--- src/rtl/ac3_quant_ctrl.sv ---
// rtl/ac3_quant_ctrl.sv - AC3 accumulator quantization: shift, saturate/ReLU, stream out, clear
module ac3_quant_ctrl #(
    parameter  int M   = 16,
    parameter  int Pa  = 8,
    parameter  int Pw  = 8,
    parameter  int MNO = 288,
    parameter  int NL  = 4,
    localparam int AW  = $clog2(M) + Pa + Pw + $clog2(MNO),
    localparam int SW  = $clog2(AW),
    localparam int LW  = $clog2(NL)
) (
    input  logic             clk,
    input  logic             rst_n,
    input  logic             start_i,
    input  logic [SW-1:0]    shamt_i,
    input  logic             relu_en_i,
    input  logic [NL*AW-1:0] acc_in_i,
    output logic             s_en_o,
    output logic             cl_en_o,
    output logic [Pa-1:0]    out_data_o,
    output logic [LW-1:0]    out_lane_o,
    output logic             out_valid_o,
    input  logic             out_ready_i,
    output logic             busy_o,
    output logic             done_o
);

    typedef enum logic [1:0] {
        ST_IDLE,
        ST_SHIFT,
        ST_OUT,
        ST_CLEAR
    } state_t;

    // Saturation bounds as AW-bit signed values; the minimum is the bitwise inverse of the maximum.
    localparam logic signed [AW-1:0] SAT_MAX = AW'((1 << (Pa - 1)) - 1);
    localparam logic signed [AW-1:0] SAT_MIN = ~SAT_MAX;

    state_t        state_q, state_d;
    logic [SW-1:0] cnt_q, cnt_d;
    logic [LW-1:0] lane_q, lane_d;
    logic          relu_q, relu_d;

    logic signed [AW-1:0] lane_val;

    function automatic logic [Pa-1:0] sat(input logic signed [AW-1:0] x, input logic relu);
        if (relu && x[AW-1]) begin
            return '0;
        end else if (x > SAT_MAX) begin
            return SAT_MAX[Pa-1:0];
        end else if (x < SAT_MIN) begin
            return SAT_MIN[Pa-1:0];
        end else begin
            return x[Pa-1:0];
        end
    endfunction

    // Accumulator of the lane currently being presented; the registers are not shifted during OUT, so it is stable.
    assign lane_val = $signed(acc_in_i[lane_q*AW +: AW]);

    // State, shift counter, lane index and latched ReLU mode.
    always_ff @(posedge clk or negedge rst_n) begin
        if (!rst_n) begin
            state_q <= ST_IDLE;
            cnt_q   <= '0;
            lane_q  <= '0;
            relu_q  <= 1'b0;
        end else begin
            state_q <= state_d;
            cnt_q   <= cnt_d;
            lane_q  <= lane_d;
            relu_q  <= relu_d;
        end
    end

    // Next-state logic and Moore outputs decoded from the registered state.
    always_comb begin
        state_d     = state_q;
        cnt_d       = cnt_q;
        lane_d      = lane_q;
        relu_d      = relu_q;
        s_en_o      = 1'b0;
        cl_en_o     = 1'b0;
        out_valid_o = 1'b0;
        out_data_o  = '0;
        out_lane_o  = '0;
        busy_o      = 1'b1;
        done_o      = 1'b0;
        case (state_q)
            ST_IDLE: begin
                busy_o = 1'b0;
                if (start_i) begin
                    cnt_d   = shamt_i;
                    relu_d  = relu_en_i;
                    lane_d  = '0;
                    state_d = (shamt_i != '0) ? ST_SHIFT : ST_OUT;
                end
            end
            ST_SHIFT: begin
                s_en_o = 1'b1;
                cnt_d  = cnt_q - SW'(1);
                if (cnt_q == SW'(1)) begin
                    state_d = ST_OUT;
                end
            end
            ST_OUT: begin
                out_valid_o = 1'b1;
                out_data_o  = sat(lane_val, relu_q);
                out_lane_o  = lane_q;
                if (out_ready_i) begin
                    if (lane_q == LW'(NL - 1)) begin
                        lane_d  = '0;
                        state_d = ST_CLEAR;
                    end else begin
                        lane_d = lane_q + LW'(1);
                    end
                end
            end
            ST_CLEAR: begin
                cl_en_o = 1'b1;
                done_o  = 1'b1;
                state_d = ST_IDLE;
            end
            default: begin
                state_d = ST_IDLE;
            end
        endcase
    end

endmodule

--- config.mk ---
export PLATFORM = sky130hd
export DESIGN_NAME = ac3_quant_ctrl
export DESIGN_NICKNAME = d
export VERILOG_FILES = /design/src/rtl/ac3_quant_ctrl.sv
export SDC_FILE = /design/constraint.sdc
export NUM_CORES = 1
export LEC_CHECK = 0
export ABC_CLOCK_PERIOD_IN_PS = 2300
export CAP_MARGIN = 15
export CORE_UTILIZATION = 29
export CTS_CLUSTER_SIZE = 10
export DETAILED_ROUTE_END_ITERATION = 16
export MAX_ROUTING_LAYER = met4
export PLACE_DENSITY_LB_ADDON = 0.08
export SLEW_MARGIN = 20
export SYNTH_ARGS = -nofsm -noshare
export SYNTH_HDL_FRONTEND = slang
export SYNTH_SLANG_ARGS = --single-unit
--- constraint.sdc ---
create_clock -name clk -period 2.3 [get_ports clk]
set_input_delay 0.46 -clock clk [delete_from_list [all_inputs] [get_ports clk]]
set_output_delay 0.46 -clock clk [all_outputs]
set_load 0.05 [all_outputs]
* After elaboration in Yosys (flattened, before gate mapping) *
Index checks and enable logic that the tools add are counted.

word-level totals
  flip-flop bits (word level) = 10
  input bits = 126
  output and inout bits = 15
  logic and storage cells = 49

operators by class
  add/sub/neg operators = 2
  $mul = 1
  magnitude comparators = 2
  equality and inequality tests = 9
  shifts and indexed selects = 1
  mux-type cells = 21
  reduce and logical (&&, ||, !) cells = 9

operators by type and width
  operator                                                               count
  116-bit by 8-bit variable part select with 29-bit output               1
  8-bit 2-to-1 mux                                                       4
  29-bit by 8-bit > comparator with 1-bit output, second input constant  1
  29-bit by 8-bit < comparator with 1-bit output, second input constant  1
  2-bit 2-to-1 mux                                                       9
  5-bit one-hot mux with 2 select lines                                  1
  2-bit != test, second input constant                                   4
  2-bit one-hot mux with 4 select lines                                  1
  2-bit by 5-bit multiplier with 7-bit output, second input constant     1
  2-bit == test, second input constant                                   3
  5-bit by 1-bit == test with 1-bit output, second input constant        1
  5-bit 2-to-1 mux                                                       1
  5-bit nonzero test                                                     1
  5-bit by 1-bit subtractor with 5-bit output, second input constant     1
  1-bit 2-to-1 mux                                                       4
  2-bit one-hot mux with 2 select lines                                  1
  2-bit AND reduction                                                    2
  4-bit AND reduction                                                    1
  2-bit nonzero test                                                     2
  3-bit AND reduction                                                    1
  2-bit by 1-bit adder with 2-bit output, second input constant          1
  2-bit by 1-bit == test with 1-bit output, second input constant        1
  2-bit logical NOT                                                      1
  1-bit logical AND                                                      1

* Logic depth before layout (Yosys ltp) *
Gate-level depths: netlist of run 1.

  depth in word-level cells = 7
  gate-level depth with buffers = 8
  depth with buffers taken out = 7

* Worst setup path before layout of run 1 *
No wires, ideal clock.

  path type = flip-flop to output port
  from = register state_q[0]
  to = output out_data_o[7]
  data arrival time = 2.483 ns
  data required time = 1.840 ns
  slack = -0.643 ns
  cell stages (with the launch flop) = 5
  path buffers = 1
  cell sequence = dfrtp_1 inv_1 ha_1 clkbuf_1 nor3b_1

on the way
  longest elaborated chain between the ends = 2

RTL lines
  item                    RTL line  text
  from (decl)             39        state_t state_q, state_d;
  from (signal assigned)  69        state_q <= state_d;
  2-bit == test           89        case (state_q)
  8-bit 2-to-1 mux        89
  to (decl)               20        output logic [Pa-1:0] out_data_o,

No other way between the ends.

* Final worst setup path of run 1 *
  from = input acc_in_i[24]
  to = output out_data_o[6]

on the way
  longest elaborated chain between the ends = 6
  elaborated cells between the ends (all ways) = 8
  those cells by class = 2 x order compare; 1 x shift; 4 x mux; 1 x reduce/logical

RTL lines
  item                                                        RTL line  text
  from (decl)                                                 17        input logic [NL*AW-1:0] acc_in_i,
  116-bit by 8-bit variable part select with 29-bit output *  59        assign lane_val = $signed(acc_in_i[lane_q*AW +: AW]);
  29-bit by 8-bit < comparator with 1-bit output              51        end else if (x < SAT_MIN) begin
  8-bit 2-to-1 mux                                            51
  8-bit 2-to-1 mux                                            49        end else if (x > SAT_MAX) begin
  8-bit 2-to-1 mux *                                          47        if (relu && x[AW-1]) begin
  8-bit 2-to-1 mux *                                          89

Mark *: on every way between the ends. The rest lies on a longest branch, timed or not.

==> results_dict.tcl, run 1 <==
set metrics [dict create \
    drt_pass1_iterations 4 \
    fin_crit_sh 1.345 \
    tightest_slew_ns 0.5915 \
    synth-xor-area-share 0 \
    post_drt_wl_per_cell_um 17.04 \
    finalNetCount 451 \
    drc 0 \
    synth.distinct_cells 36 \
    cap_violations 0 \
    synthAdderAreaFrac 0.05291 \
    overflow 0 \
    synth.area.top_cells "mux4_2 (39%), dfrtp_1 (15%), ha_1 (5.3%)" \
    grt_pass1_wl_um 10410 \
    vias 2059 \
    synthSimpleGateAreaFrac 0.1580 \
    worst_setup_path_end_kind "output pin" \
    gp_congestion 0.7940 \
    cts_buffers 3 \
    drive_above_1_share 0.2650 \
    power_leakage_nw 1.325 \
    clock_latency_ns 0.24 \
    cts_tree "done" \
    synth_top_family_by_area "multiplexers" \
    die_w_um 77.55 \
    synth_compound_area_frac 0.1738 \
    yosysTopAreaCellShare 0.3946 \
    netlist_area_um2 1655 \
    die_area_um2 6014 \
    grt_max_degree 22 \
    antenna_found_initial 0 \
    synth_nets 296 \
    syn_avg_cell_area_um2 10.16 \
    critPathKind "in2out" \
    setup_viol 8 \
    antenna_cells 0 \
    cp.arrival_ns 2.63 \
    rr_endpoint "state_q[0]" \
    hpwl_um 5374 \
    clockBufferDepth 2 \
    htree_levels 1 \
    synth_top_flop_cell "dfrtp_1" \
    synth_area_leader_cell "mux4_2" \
    rsz0062_at_grt "true" \
    die_h_um 77.55 \
    routed_wl_um 6628 \
    slew_viol_final 0 \
    synth.most_common_cell "mux4_2" \
    hold_viol 0 \
    layout.cells.non_filler 389 \
    drtAntennaViolNets 0 \
    area_growth_syn_to_layout_pct 112.5 \
    cts_root_buf "clkbuf_8" \
    path_clk_slew_ns 0.05 \
    grt_use_total 0.2260 \
    synth_mux_area_frac 0.4014 \
    violations "negative setup slack" \
    hold_path_class "in2async" \
    synthCells 163 \
    dp_slack_ns -0.8691 \
    seq_area_frac_synth 0.1512 \
    cp_max_fo 7 \
    postSynth.asyncResetShare 1.000 \
    core_area_um2 5507 \
    maxSlewHeadroom 0.6057 \
    start_kind "input pin" \
    status "finished with violations" \
    drt-initial-drc-count 66 \
    finalClockSkew_ns 0.001202 \
    ir_drop_uv 689.8 \
    synth_edf_count 0 \
    timing.final.crit_period_ns 3.093 \
    clock_sinks 10 \
    r2r_slack_ns 0.55 \
    start_util 0.3006 \
    setup_ws_ns -0.7931 \
    synth_commonest_cells "mux4_2 (29), nand2_1 (14), a21oi_1 (13), o21ai_0 (13)" \
    rows 27 \
    ys_ff_latch 10 \
    r2r-start "state_q[1]" \
    port_buffers 140 \
    timing.fmax_mhz 323.3 \
    grt_pass1_vias 2099 \
    yosys_warnings 0 \
    io_pins 141 \
    vias_per_cell 5.293 \
    placedCellCount 380 \
    r2r_cells 5 \
    power-per-cell-area_nw_per_um2 1000 \
    required_ns 1.84 \
]
[what timing repair did]
item	4_1_cts	5_1_grt
pin swaps	4	3
gates cloned	1	0
buffers inserted	0	4
hold buffers	0	0
gates resized for setup	15	5
setup endpoints to repair	8	8
[per-layer routing]
layer / GRT usage / share of wire
met2: 0.3956 / 0.51
met5: - / 0
met4: 0.03962 / 0.0030
met1: 0.2778 / 0.42
met3: 0.03412 / 0.065
[worst max path at each step]
stage | start | slack (ns) | cells past startpoint | end
2_1_floorplan | lane_q[0] | -0.57 | 7 | out_data_o[0]
3_3_place_gp | acc_in_i[94] | -0.80 | 7 | out_data_o[6]
3_5_place_dp | acc_in_i[65] | -0.87 | 7 | out_data_o[5]
4_1_cts | lane_q[0] | -0.82 | 8 | out_data_o[5]
5_1_grt | lane_q[0] | -0.84 | 8 | out_data_o[4]
6_report | acc_in_i[24] | -0.79 | 7 | out_data_o[6]
[sequential cells by signal (all words and copies together), names as in the netlist]
signal,count
cnt_q,5
lane_q,2
state_q,2
relu_q,1
[worst max-delay path: stages]
cell             delay, ns
clkdlybuf4s50_1       0.42
mux4_2                0.48
or4_4                 0.56
o41ai_4               0.31
buf_6                 0.19
a21oi_2               0.06
buf_6                 0.15
[area by class of cell]
cell class                      instances  area, µm²
Clock buffer                            4      55.05
Fill cell                             455       1988
Inverter                               10      40.04
Multi-Input combinational cell        131       1356
Sequential cell                        10      251.5
Tap cell                               72      90.09
Timing Repair Buffer                  162       1725
[through the flow]
step	power, mW	TNS, ns	hold slack [ns]	instance area (µm²)	utilization
2_1_floorplan	2.111	-4.170	0.1644	1687	-
3_3_place_gp	3.043	-5.567	0.5797	3321	0.6030
3_5_place_dp	3.070	-6.060	0.5989	3321	0.6030
4_1_cts	3.444	-5.892	0.5742	3456	0.6276
5_1_grt	3.769	-5.948	0.5972	3518	0.6389
6_report	3.519	-5.588	0.5461	3518	0.6389
[logic make-up (layout without fill, tap and decap cells)]
| group | count (synthesis) | after routing |
|---|---|---|
| flip-flops | 10 | 10 |
| buffers and inverters | 22 | 176 |
| multiplexers | 30 | 30 |
| adder cells (fa/ha/maj) | 7 | 7 |
| AND/OR/NAND/NOR | 50 | 50 |
| AO/OA/AOI/OAI | 44 | 44 |
[power breakdown]
| group | internal, mW | switching [mW] | total (mW) |
|---|---|---|---|
| Clock | 0.151 | 0.0775 | 0.229 |
| Sequential | 0.272 | 0.105 | 0.376 |
| Combinational | 1.48 | 1.43 | 2.91 |
| Total | 1.90 | 1.61 | 3.52 |
[cells in the final DEF (no fill, tap or decap), types with 2 or more instances in the layout]
master	count
clkdlybuf4s50_1	125
nor2_1	6
o211ai_1	3
nor4_1	2
mux4_2	29
o21a_1	2
dlymetal6s2s_1	2
ha_1	7
inv_1	9
nand2_1	14
nand3_1	8
buf_4	14
buf_6	9
dfrtp_1	9
a21oi_1	6
o221ai_1	3
and2_1	2
a21oi_2	7
clkbuf_8	4
a22oi_1	4
nor4_2	2
nand4_1	7
buf_12	10
o21ai_0	13
Note: power is estimated with default switching activity, not from simulation.
==> run 2, diff against run 1 <==
--- a/config.mk
+++ b/config.mk
@@ -7,7 +7,9 @@
 export LEC_CHECK = 0
 export ABC_CLOCK_PERIOD_IN_PS = 2300
 export CAP_MARGIN = 15
-export CORE_UTILIZATION = 29
+export CORE_UTILIZATION = 30
+export CTS_BUF_LIST = sky130_fd_sc_hd__clkbuf_8
+export CTS_CLUSTER_DIAMETER = 30
 export CTS_CLUSTER_SIZE = 10
 export DETAILED_ROUTE_END_ITERATION = 16
 export MAX_ROUTING_LAYER = met4
==> run 2 against run 1 <==
Compared with the run above: the run still ends with negative setup slack left; cell count fell by 1.3%; maximum frequency rose by 1.2%; global-route usage rose by 1.8 points; via count fell by 0.49%; combinational power fell by 3%; worst hold slack improved by 0.016 ns; setup slack improved by 0.036 ns; power fell by 2.4%; utilization rose by 2.6 points; critical endpoint is now out_data_o[0]; largest cell class unchanged.
==> results_dict.tcl, run 2 (same netlist as run 1, synthesis figures left out) <==
set metrics [dict create \
    status "finished with violations" \
    violations "negative setup slack" \
    path_clk_slew_ns 0.05 \
    maxSlewHeadroom 0.6045 \
    hpwl_um 5610 \
    die_w_um 76.28 \
    die_area_um2 5819 \
    setup_viol 8 \
    drive_above_1_share 0.2611 \
    cp-startpoint "acc_in_i[94]" \
    cp_max_fo 7 \
    utilization 0.6649 \
    fin_crit_sh 1.329 \
    antenna_found_initial 0 \
    hold_viol 0 \
    ir_drop_uv 711.6 \
    cts_tree "done" \
    grt_pass1_vias 2073 \
    setup_ws_ns -0.7568 \
    vias 2049 \
    layout_common_cells "clkdlybuf4s50_1 (125), mux4_2 (29), nand2_1 (14)" \
    timing.fmax_mhz 327.1 \
    vias_per_cell 5.336 \
    grt_use_total 0.2441 \
    r2r_cells 7 \
    cp.arrival_ns 2.60 \
    io_pins 141 \
    finalNetCount 448 \
    tightest_slew_ns 0.5932 \
    port_buffers 140 \
    cap_violations 0 \
    slew_viol_final 0 \
    r2r_slack_ns 0.49 \
    reg.largest.list "cnt_q: 5 flops, lane_q: 2 flops, state_q: 2 flops" \
    placedCellCount 377 \
    overflow 0 \
    power-per-cell-area_nw_per_um2 992.2 \
    clockBufferDepth 2 \
    area_growth_syn_to_layout_pct 109.1 \
    r2r-start "state_q[0]" \
    clock_sinks 10 \
    setup-tns-final_ns -5.300 \
    total_power_mw 3.434 \
    htree_levels 1 \
    required_ns 1.84 \
    grt_pass1_wl_um 10870 \
    antenna_cells 0 \
    clock_latency_ns 0.24 \
    post_drt_wl_per_cell_um 18.05 \
    largest_reg_flops 5 \
    rr_endpoint "state_q[0]" \
    core_area_um2 5205 \
    rsz0062_at_grt "true" \
    finalClockSkew_ns 0.002122 \
    regMostFlops "cnt_q" \
    routed_wl_um 6932 \
    drt-initial-drc-count 73 \
    worst_setup_path_end_kind "output pin" \
    die_h_um 76.28 \
    start_util 0.3180 \
    gp_congestion 0.8488 \
    start_kind "input pin" \
    final_common_cell "clkdlybuf4s50_1" \
    hold_path_class "in2async" \
    worstSetupEndpoint "out_data_o[0]" \
    power_leakage_nw 1.283 \
    drc 0 \
    layout.cells.non_filler 384 \
    grt_max_degree 20 \
    rows 26 \
    cts_root_buf "clkbuf_8" \
    timing.final.crit_period_ns 3.057 \
    critPathKind "in2out" \
    cts_buffers 3 \
    dp_slack_ns -0.8128 \
    drtAntennaViolNets 0 \
    drt_pass1_iterations 4 \
]
==> run 2: layout make-up <==
cell class,count,area (µm²)
clock buffers,4,55.05
fillers,424,1744
inverters,10,40.04
multi-input cells,131,1364
flip-flops and latches,10,251.5
well taps,70,87.58
repair buffers,159,1663
==> run 2: metrics by stage <==
stage,instance area [µm²],hold slack (ns)
after floorplan,1687,0.1644
after global placement,3298,0.5801
after detailed placement,3298,0.5839
after CTS,3461,0.5709
after global routing,3461,0.6188
final,3461,0.5622
==> run 2: worst max-delay path: stages <==
cell             delay (ns)
clkdlybuf4s50_1        0.39
mux4_2                 0.48
or4_4                  0.56
o41ai_4                0.31
buf_6                  0.19
a21oi_2                0.07
buf_6                  0.15
==> run 2: report_power, final <==
part	internal, mW	total [mW]	switching [mW]
clock	0.151	0.223	0.0719
combinational	1.41	2.83	1.42
sequential	0.272	0.383	0.111
total	1.83	3.43	1.60
==> run 2: layer usage <==
layer  vias to the layer above  routed length, µm  GRT usage
met4                         0                110    0.06538
met5                         -                  0          -
met1                       985               2823     0.2878
li1                        969                  -          -
met3                        10                456    0.04431
met2                        85               3541     0.4261
==> run 2: how the worst min path moves through the flow <==
stage / start / end / slack [ns] / depth (start not counted)
3_5_place_dp: relu_q / relu_q / 0.58 / 1
5_1_grt: rst_n / cnt_q[2] / 0.62 / 1
4_1_cts: rst_n / cnt_q[2] / 0.57 / 1
2_1_floorplan: rst_n / cnt_q[0] / 0.16 / 0
3_3_place_gp: relu_q / relu_q / 0.58 / 1
6_report: rst_n / cnt_q[2] / 0.56 / 1
==> run 2: repair_timing <==
| action | CTS | global route |
|---|---|---|
| setup endpoints to repair | 8 | 8 |
| gates resized for setup | 19 | 3 |
| hold buffers | 0 | 0 |
| pin swaps | 3 | 2 |
| gates cloned | 1 | 0 |
| buffers inserted | 1 | 3 |
